$ cat src/rtl/t09_collision_sound_player.sv
// t09_collision_sound_player: two-note chirp/buzz square-wave player for collision events
module t09_collision_sound_player #(
  parameter int GOOD_HP1 = 5682,
  parameter int GOOD_HP2 = 3792,
  parameter int BAD_HP1  = 11364,
  parameter int BAD_HP2  = 22727,
  parameter int NOTE_LEN = 1000000
) (
  input  logic       clk,
  input  logic       rst,
  input  logic       goodColl,
  input  logic       badColl,
  input  logic       mute,
  output logic       sound,
  output logic       busy,
  output logic [2:0] state
);
  localparam logic [2:0] IDLE  = 3'd0;
  localparam logic [2:0] GOOD1 = 3'd1;
  localparam logic [2:0] GOOD2 = 3'd2;
  localparam logic [2:0] BAD1  = 3'd3;
  localparam logic [2:0] BAD2  = 3'd4;
  // terminal counts are stored pre-decremented so the compare is a plain equality
  localparam logic [15:0] G1_LAST  = 16'(GOOD_HP1 - 1);
  localparam logic [15:0] G2_LAST  = 16'(GOOD_HP2 - 1);
  localparam logic [15:0] B1_LAST  = 16'(BAD_HP1 - 1);
  localparam logic [15:0] B2_LAST  = 16'(BAD_HP2 - 1);
  localparam logic [23:0] LEN_LAST = 24'(NOTE_LEN - 1);
  logic        good_q, bad_q, tone;
  logic        good_start, bad_start, note_end, good_ok;
  logic [15:0] hp_cnt, hp_last;
  logic [23:0] len_cnt;
  logic [2:0]  next_state;
  always_comb begin
    good_start = goodColl & ~good_q;
    bad_start  = badColl & ~bad_q;
    good_ok    = (state != BAD1) && (state != BAD2);
    note_end   = len_cnt == LEN_LAST;
    hp_last    = state == GOOD1 ? G1_LAST : state == GOOD2 ? G2_LAST : state == BAD1 ? B1_LAST : B2_LAST;
    next_state = state == GOOD1 ? GOOD2 : state == BAD1 ? BAD2 : IDLE;
  end
  always_ff @(posedge clk) begin
    if (rst) begin
      state   <= IDLE;
      hp_cnt  <= '0;
      len_cnt <= '0;
      tone    <= 1'b0;
      good_q  <= 1'b0;
      bad_q   <= 1'b0;
    end else begin
      good_q <= goodColl;
      bad_q  <= badColl;
      if (bad_start || (good_start && good_ok) || state == IDLE || note_end) begin
        state   <= bad_start ? BAD1 : (good_start && good_ok) ? GOOD1 : state == IDLE ? IDLE : next_state;
        hp_cnt  <= '0;
        len_cnt <= '0;
        tone    <= 1'b0;
      end else begin
        len_cnt <= len_cnt + 24'd1;
        hp_cnt  <= hp_cnt == hp_last ? 16'd0 : hp_cnt + 16'd1;
        tone    <= hp_cnt == hp_last ? ~tone : tone;
      end
    end
  end
  assign sound = tone & ~mute;
  assign busy  = state != IDLE;
endmodule

$ cat config.mk
export PLATFORM = sky130hd
export DESIGN_NAME = t09_collision_sound_player
export DESIGN_NICKNAME = d
export VERILOG_FILES = /design/src/rtl/t09_collision_sound_player.sv
export SDC_FILE = /design/constraint.sdc
export NUM_CORES = 1
export LEC_CHECK = 0
export ABC_CLOCK_PERIOD_IN_PS = 3300
export CAP_MARGIN = 20
export CORE_MARGIN = 2
export CORE_UTILIZATION = 45
export CTS_CLUSTER_DIAMETER = 40
export DETAILED_ROUTE_END_ITERATION = 6
export HOLD_SLACK_MARGIN = 0.15
export PLACE_DENSITY = 0.62
export SKIP_CTS_REPAIR_TIMING = 1
export SLEW_MARGIN = 10
export SYNTH_ARGS = -nofsm -noshare
export SYNTH_HDL_FRONTEND = slang
export SYNTH_SLANG_ARGS = --single-unit
$ cat constraint.sdc
create_clock -name clk -period 3.3 [get_ports clk]
set_input_delay 0.66 -clock clk [delete_from_list [all_inputs] [get_ports clk]]
set_output_delay 0.66 -clock clk [all_outputs]
set_load 0.02 [all_outputs]
==> impl_metrics.csv, run 1 <==
group,metric,value,unit
clock_network,clockBufferDepth,2,
worst_setup_path,crit_end,"busy",
sta,period_share,75.6,%
global_routing,globalRouteMet1Util,21.6,%
synth,yosysUniqueCellTypes,42,
place,port_buffers,9,
sta,report.final.slew_viol_count,0,
cells_and_area,area_delta_synth_final,10.4,%
route,vias,1702,
global_routing,grt_start_max_net_pins,25,
cells_and_area,nNetsFinal,276,
floorplan,die_h,73.7,um
global_routing,met2_usage,28.9,%
worst_setup_path,reg2reg_slack,1.12,ns
synth,synth_top_cell_by_area,"dfxtp_1",
sta,hold_viol,0,
route,vias_per_cell,5.27,
place,dpl_worst_slack,0.850,ns
sta,fin_skew,0.00883,ns
floorplan,io_pins,10,
sta,worst_pin_slew,0.588,ns
clock_network,clk_latency,0.29,ns
global_routing,grt_overflow,0,
worst_setup_path,r2r_cells,6,
synth,async_reset_ff_share,0,%
min_path,min_from,"len_cnt[0]$_SDFF_PP0_",
worst_setup_path,crit_path_start,"state[2]$_SDFFE_PP0P_",
cells_and_area,n_antenna_cell,0,
synth,ys_warn_count,0,
route,wl_per_cell,12.6,um
floorplan,fp-row-count,25,
route,first_pass_iters,4,
clock_network,cts_tree,"done",
global_routing,grt.total_usage,17.4,%
worst_setup_path,cp_data_arrival_time,1.83,ns
sta,setup_viol,0,
synth,synthFlopType,"dfxtp_1",
global_routing,antenna_found_initial,0,
sta,fin_ws,0.805,ns
synth,synth_top_area_share,42.1,%
place,globalplace.congestion,0.778,
route,drc,0,
synth,syn_area,2190,um2
synth,synth-edff-count,0,
clock_network,cts-root-buf,"clkbuf_8",
clock_network,clock_sinks,46,
sta,period_minus_slack,2.49,ns
min_path,min_path_type,"register to register",
status,status,"complete, no violations",
global_routing,grtUsageMet3,4.39,%
sta,rsz0062_at_grt,"false",
synth,synth.area.top_cells,"dfxtp_1 (42%), nor2_1 (9.1%), xor2_1 (8.0%)",
pwr,p_leak,0.797,nW
pwr,vdd_drop_max,0.250,mV
floorplan,die_w,73.7,um
floorplan,initial_core_util,46.6,%
global_routing,grt_pass1_wl,7470,um
sta,slew_headroom,60.4,%
floorplan,core_area,4690,um2
worst_setup_path,rr_startpoint,"state[2]$_SDFFE_PP0P_",
place,placed_cell_area,2300,um2
sta,fmaxAchievable,0.401,GHz
pwr,total_power,1.07,mW
clock_network,cts_htree_levels,2,
worst_setup_path,r2r-end,"hp_cnt[8]$_SDFF_PP0_",
synth,synth_cells,261,
synth,postSynthAreaPerCell,8.37,um2
place,post-dp-hpwl,2780,um
synth,synth-seq-area-share,42.1,%
route,drtAntennaViolNets,0,
synth,synth_nets,268,
sta,finalSetupTns,0,ns
global_routing,grt_pass1_vias,1749,
worst_setup_path,crit_type,"register to output port",
worst_setup_path,cp_data_required_time,2.64,ns
worst_setup_path,cp-start-kind,"register",
clock_network,clk_pin_slew_worst_paths,0.08,ns
pwr,powerDensity,441,nW/um2
worst_setup_path,crit_path_max_fanout,12,
route,routed_wl,4060,um
cells_and_area,final_area,2410,um2
sta,holdWs,0.484,ns
clock_network,cts_buffers,5,
cells_and_area,drive_above_1_share,5.20,%
flow_run,max_cap_violations,0,
route,first_iter_violations,78,
floorplan,dieArea,5430,um2
global_routing,gr-max-usage-layer,"met2",
synth,ys_ff_latch,46,
worst_setup_path,end_kind,"output port",
-- power breakdown --
part	switching, mW	leakage (nW)	internal, mW
logic	0.0373	0.368	0.0305
clock network	0.183	0.0573	0.242
registers	0.0115	0.372	0.560
-- cells by family after synthesis --
group / count (synthesis) / synth area share [%]
flip-flops: 46 / 42.1
XOR/XNOR: 36 / 14.4
multiplexers: 1 / 0.458
AO/OA/AOI/OAI: 22 / 7.67
adder cells (fa/ha/maj): 2 / 1.14
AND/OR/NAND/NOR: 136 / 30.3
buffers and inverters: 18 / 3.83
-- worst max-delay path, stage by stage (launching register included) --
cell	delay [ns]
dfxtp_1	0.43
nor3_1	0.48
inv_1	0.08
clkdlybuf4s50_1	0.55
-- sequential cells by signal (all words and copies together), names as in the netlist --
| signal | cells |
|---|---|
| tone | 1 |
| bad_q | 1 |
| hp_cnt | 16 |
| good_q | 1 |
| len_cnt | 24 |
| state | 3 |
-- synthesized netlist by cell type (2+ instances only) --
cell and instances:
nor2_1 53, dfxtp_1 46, xor2_1 20, nand2_1 19
nand3_1 16, xnor2_1 16, and3_1 10, inv_1 9
nor2b_1 8, nor3_1 8, clkbuf_1 6, o21ai_0 5
a21oi_1 4, nand4_1 4, and4_1 3, and2_1 2
buf_6 2, ha_1 2, nor4_1 2, o22ai_1 2
or2_2 2, or3_1 2
-- worst min-delay path by stage --
| stage | to | slack (ns) | depth (start not counted) |
|---|---|---|---|
| 2_1_floorplan | len_cnt[0]$_SDFF_PP0_ | 0.44 | 1 |
| 3_3_place_gp | len_cnt[0]$_SDFF_PP0_ | 0.46 | 1 |
| 3_5_place_dp | len_cnt[0]$_SDFF_PP0_ | 0.47 | 1 |
| 4_1_cts | len_cnt[0]$_SDFF_PP0_ | 0.49 | 1 |
| 5_1_grt | len_cnt[0]$_SDFF_PP0_ | 0.53 | 1 |
| 6_report | len_cnt[0]$_SDFF_PP0_ | 0.48 | 1 |
-- per-layer routing --
layer	wire length (um)	part of all wire (%)
met5	0	0
met4	36	0.89
met3	91	2.2
met2	1950	48
met1	1990	49
-- cell type report --
cell class	count	area (um2)
Sequential cell	46	921
Fill cell	452	2280
Clock buffer	6	82.6
Tap cell	54	67.6
Clock inverter	1	30.0
Timing Repair Buffer	10	97.6
Multi-Input combinational cell	197	1180
Inverter	9	33.8
-- cells in the final DEF (no fill, tap or decap), drive strengths merged, types with 2 or more instances in the layout --
master,netlist,final
nor4,2,2
or3,2,2
clkdlybuf4s50,0,9
nor3,8,8
dfxtp,46,46
and3,10,10
and2,2,2
or2,2,2
inv,9,9
nor2,53,53
nand4,4,4
xor2,20,20
nand2,19,19
a21oi,4,4
nor2b,8,8
nand3,16,16
ha,2,2
and4,3,3
o21ai,6,6
o22ai,2,2
xnor2,16,16
clkbuf,6,6
-- through the flow --
stage	utilization [%]	cells
after floorplan	-	261
after global placement	49.0	316
after detailed placement	49.0	316
after CTS	51.4	323
after global routing	51.4	323
final	51.4	323
Note: power is estimated with default switching activity, not from simulation.
==> run 2, diff against run 1 <==
--- a/config.mk
+++ b/config.mk
@@ -5,14 +5,14 @@
 export SDC_FILE = /design/constraint.sdc
 export NUM_CORES = 1
 export LEC_CHECK = 0
-export ABC_CLOCK_PERIOD_IN_PS = 3300
+export ABC_CLOCK_PERIOD_IN_PS = 2000
 export CAP_MARGIN = 20
 export CORE_MARGIN = 2
 export CORE_UTILIZATION = 45
 export CTS_CLUSTER_DIAMETER = 40
 export DETAILED_ROUTE_END_ITERATION = 6
 export HOLD_SLACK_MARGIN = 0.15
-export PLACE_DENSITY = 0.62
+export PLACE_DENSITY = 0.65
 export SKIP_CTS_REPAIR_TIMING = 1
 export SLEW_MARGIN = 10
 export SYNTH_ARGS = -nofsm -noshare
==> constraint.sdc (replaced) <==
create_clock -name clk -period 2 [get_ports clk]
set_input_delay 0.4 -clock clk [delete_from_list [all_inputs] [get_ports clk]]
set_output_delay 0.4 -clock clk [all_outputs]
set_load 0.02 [all_outputs]
==> impl_metrics.csv, run 2 (synthesized netlist as in run 1, its figures left out) <==
group,metric,value,unit
status,status,"complete, no violations",
route,drc,0,
worst_setup_path,cp-start-kind,"register",
clock_network,clockBufferDepth,2,
sta,setup_viol,0,
worst_setup_path,crit_path_max_fanout,16,
floorplan,fp-row-count,25,
place,globalplace.congestion,0.766,
cells_and_area,n_antenna_cell,0,
global_routing,grt_overflow,0,
cells_and_area,top_register,"len_cnt",
cells_and_area,area_delta_synth_final,14.1,%
worst_setup_path,cp_data_arrival_time,2.10,ns
clock_network,cts_buffers,5,
cells_and_area,nNetsFinal,288,
floorplan,initial_core_util,46.6,%
clock_network,cts_tree,"done",
sta,holdWs,0.487,ns
floorplan,core_area,4690,um2
sta,hold_viol,0,
cells_and_area,reg.largest.list,"len_cnt x24, hp_cnt x16, state x3",
floorplan,dieArea,5430,um2
clock_network,clk_latency,0.29,ns
sta,slew_headroom,67.9,%
global_routing,antenna_found_initial,0,
pwr,total_power,1.61,mW
sta,fin_skew,0.00855,ns
flow_run,max_cap_violations,0,
route,first_pass_iters,4,
global_routing,grt_start_max_net_pins,25,
clock_network,clk_pin_slew_worst_paths,0.08,ns
floorplan,io_pins,10,
cells_and_area,mostFrequentLayoutCell,"nor2_1",
route,wl_per_cell,12.5,um
pwr,powerDensity,647,nW/um2
cells_and_area,largest_reg_flops,24,
global_routing,grt.total_usage,17.7,%
sta,period_share,93.4,%
route,vias_per_cell,5.16,
route,vias,1728,
sta,report.final.slew_viol_count,0,
place,post-dp-hpwl,3060,um
floorplan,die_h,73.7,um
pwr,vdd_drop_max,0.343,mV
clock_network,cts-root-buf,"clkbuf_8",
route,routed_wl,4200,um
clock_network,cts_htree_levels,2,
route,drtAntennaViolNets,0,
sta,fmaxAchievable,0.535,GHz
cells_and_area,n_fill_cell,448,
floorplan,die_w,73.7,um
worst_setup_path,crit_type,"register to register",
clock_network,clock_sinks,46,
global_routing,grt_pass1_wl,7450,um
place,dp_cells,326,
place,port_buffers,9,
sta,period_minus_slack,1.87,ns
sta,fin_ws,0.133,ns
route,first_iter_violations,76,
global_routing,grt_pass1_vias,1706,
cells_and_area,fin_cells,335,
min_path,min_path_type,"register to register",
cells_and_area,final_cell_mix,"nor2_1 (53), dfxtp_1 (45), xor2_1 (20), nand2_1 (19)",
worst_setup_path,end_kind,"register",
cells_and_area,drive_above_1_share,9.61,%
place,dpl_worst_slack,-0.0904,ns
pwr,p_leak,0.874,nW
worst_setup_path,cp_data_required_time,2.23,ns
sta,worst_pin_slew,0.476,ns
sta,rsz0062_at_grt,"false",
==> run 2: changes by cell type in the layout (fill, tap and decap cells not counted), moves of 2 or more <==
cell / before / now
clkbuf_1: 0 / 2
clkdlybuf4s50_1: 9 / 7
buf_4: 1 / 12
dlymetal6s2s_1: 0 / 2
==> run 2: cell type report <==
| class | instances | area [um2] | share of cell area (%) |
|---|---|---|---|
| Multi-Input combinational cell | 197 | 1190 | 47.7 |
| Sequential cell | 46 | 922 | 37.0 |
| Timing Repair Buffer | 22 | 205 | 8.22 |
| Clock buffer | 7 | 76.3 | 3.06 |
| Tap cell | 54 | 67.6 | 2.71 |
| Inverter | 9 | 33.8 | 1.35 |
==> run 2: final timing paths <==
check                        startpoint                   end  slack (ns)  depth (start not counted)
setup / recovery  state[0]$_SDFFE_PP0P_  hp_cnt[8]$_SDFF_PP0_        0.13                          7
hold / removal        tone$_SDFFE_PP0N_     tone$_SDFFE_PP0N_        0.49                          2
setup reg to reg  state[0]$_SDFFE_PP0P_  hp_cnt[8]$_SDFF_PP0_        0.13                          7
hold reg to reg       tone$_SDFFE_PP0N_     tone$_SDFFE_PP0N_        0.49                          2
==> run 2: critical path, cell delays in order, from the launching register on <==
cell,delay (ns)
dfxtp_2,0.32
or3b_1,0.40
a41oi_2,0.20
o21ai_2,0.09
or3_1,0.33
o21bai_4,0.19
buf_12,0.16
a21oi_1,0.10
==> run 2: per-stage QoR <==
stage	utilization [%]	setup TNS, ns	area, um2
2_1_floorplan	-	-0.741	2190
3_3_place_gp	50.7	-0.781	2380
3_5_place_dp	50.7	-1.16	2380
4_1_cts	52.3	-0.0830	2450
5_1_grt	53.2	0	2490
6_report	53.2	0	2490
==> run 2: metal layers <==
metal / vias to the layer above / track usage (%) / wire length [um] / share of wire (%)
li1: 910 / - / - / -
met1: 800 / 21.0 / 2020 / 48
met2: 14 / 30.4 / 2020 / 48
met3: 4 / 5.35 / 115 / 2.7
met4: 0 / 5.45 / 46 / 1.1
met5: - / 0 / 0 / 0
==> run 2: where the power goes <==
part	leakage, nW	switching [mW]	internal [mW]
clock network	0.0383	0.289	0.241
registers	0.372	0.00553	0.925
logic	0.464	0.0808	0.0736
total	0.874	0.375	1.24
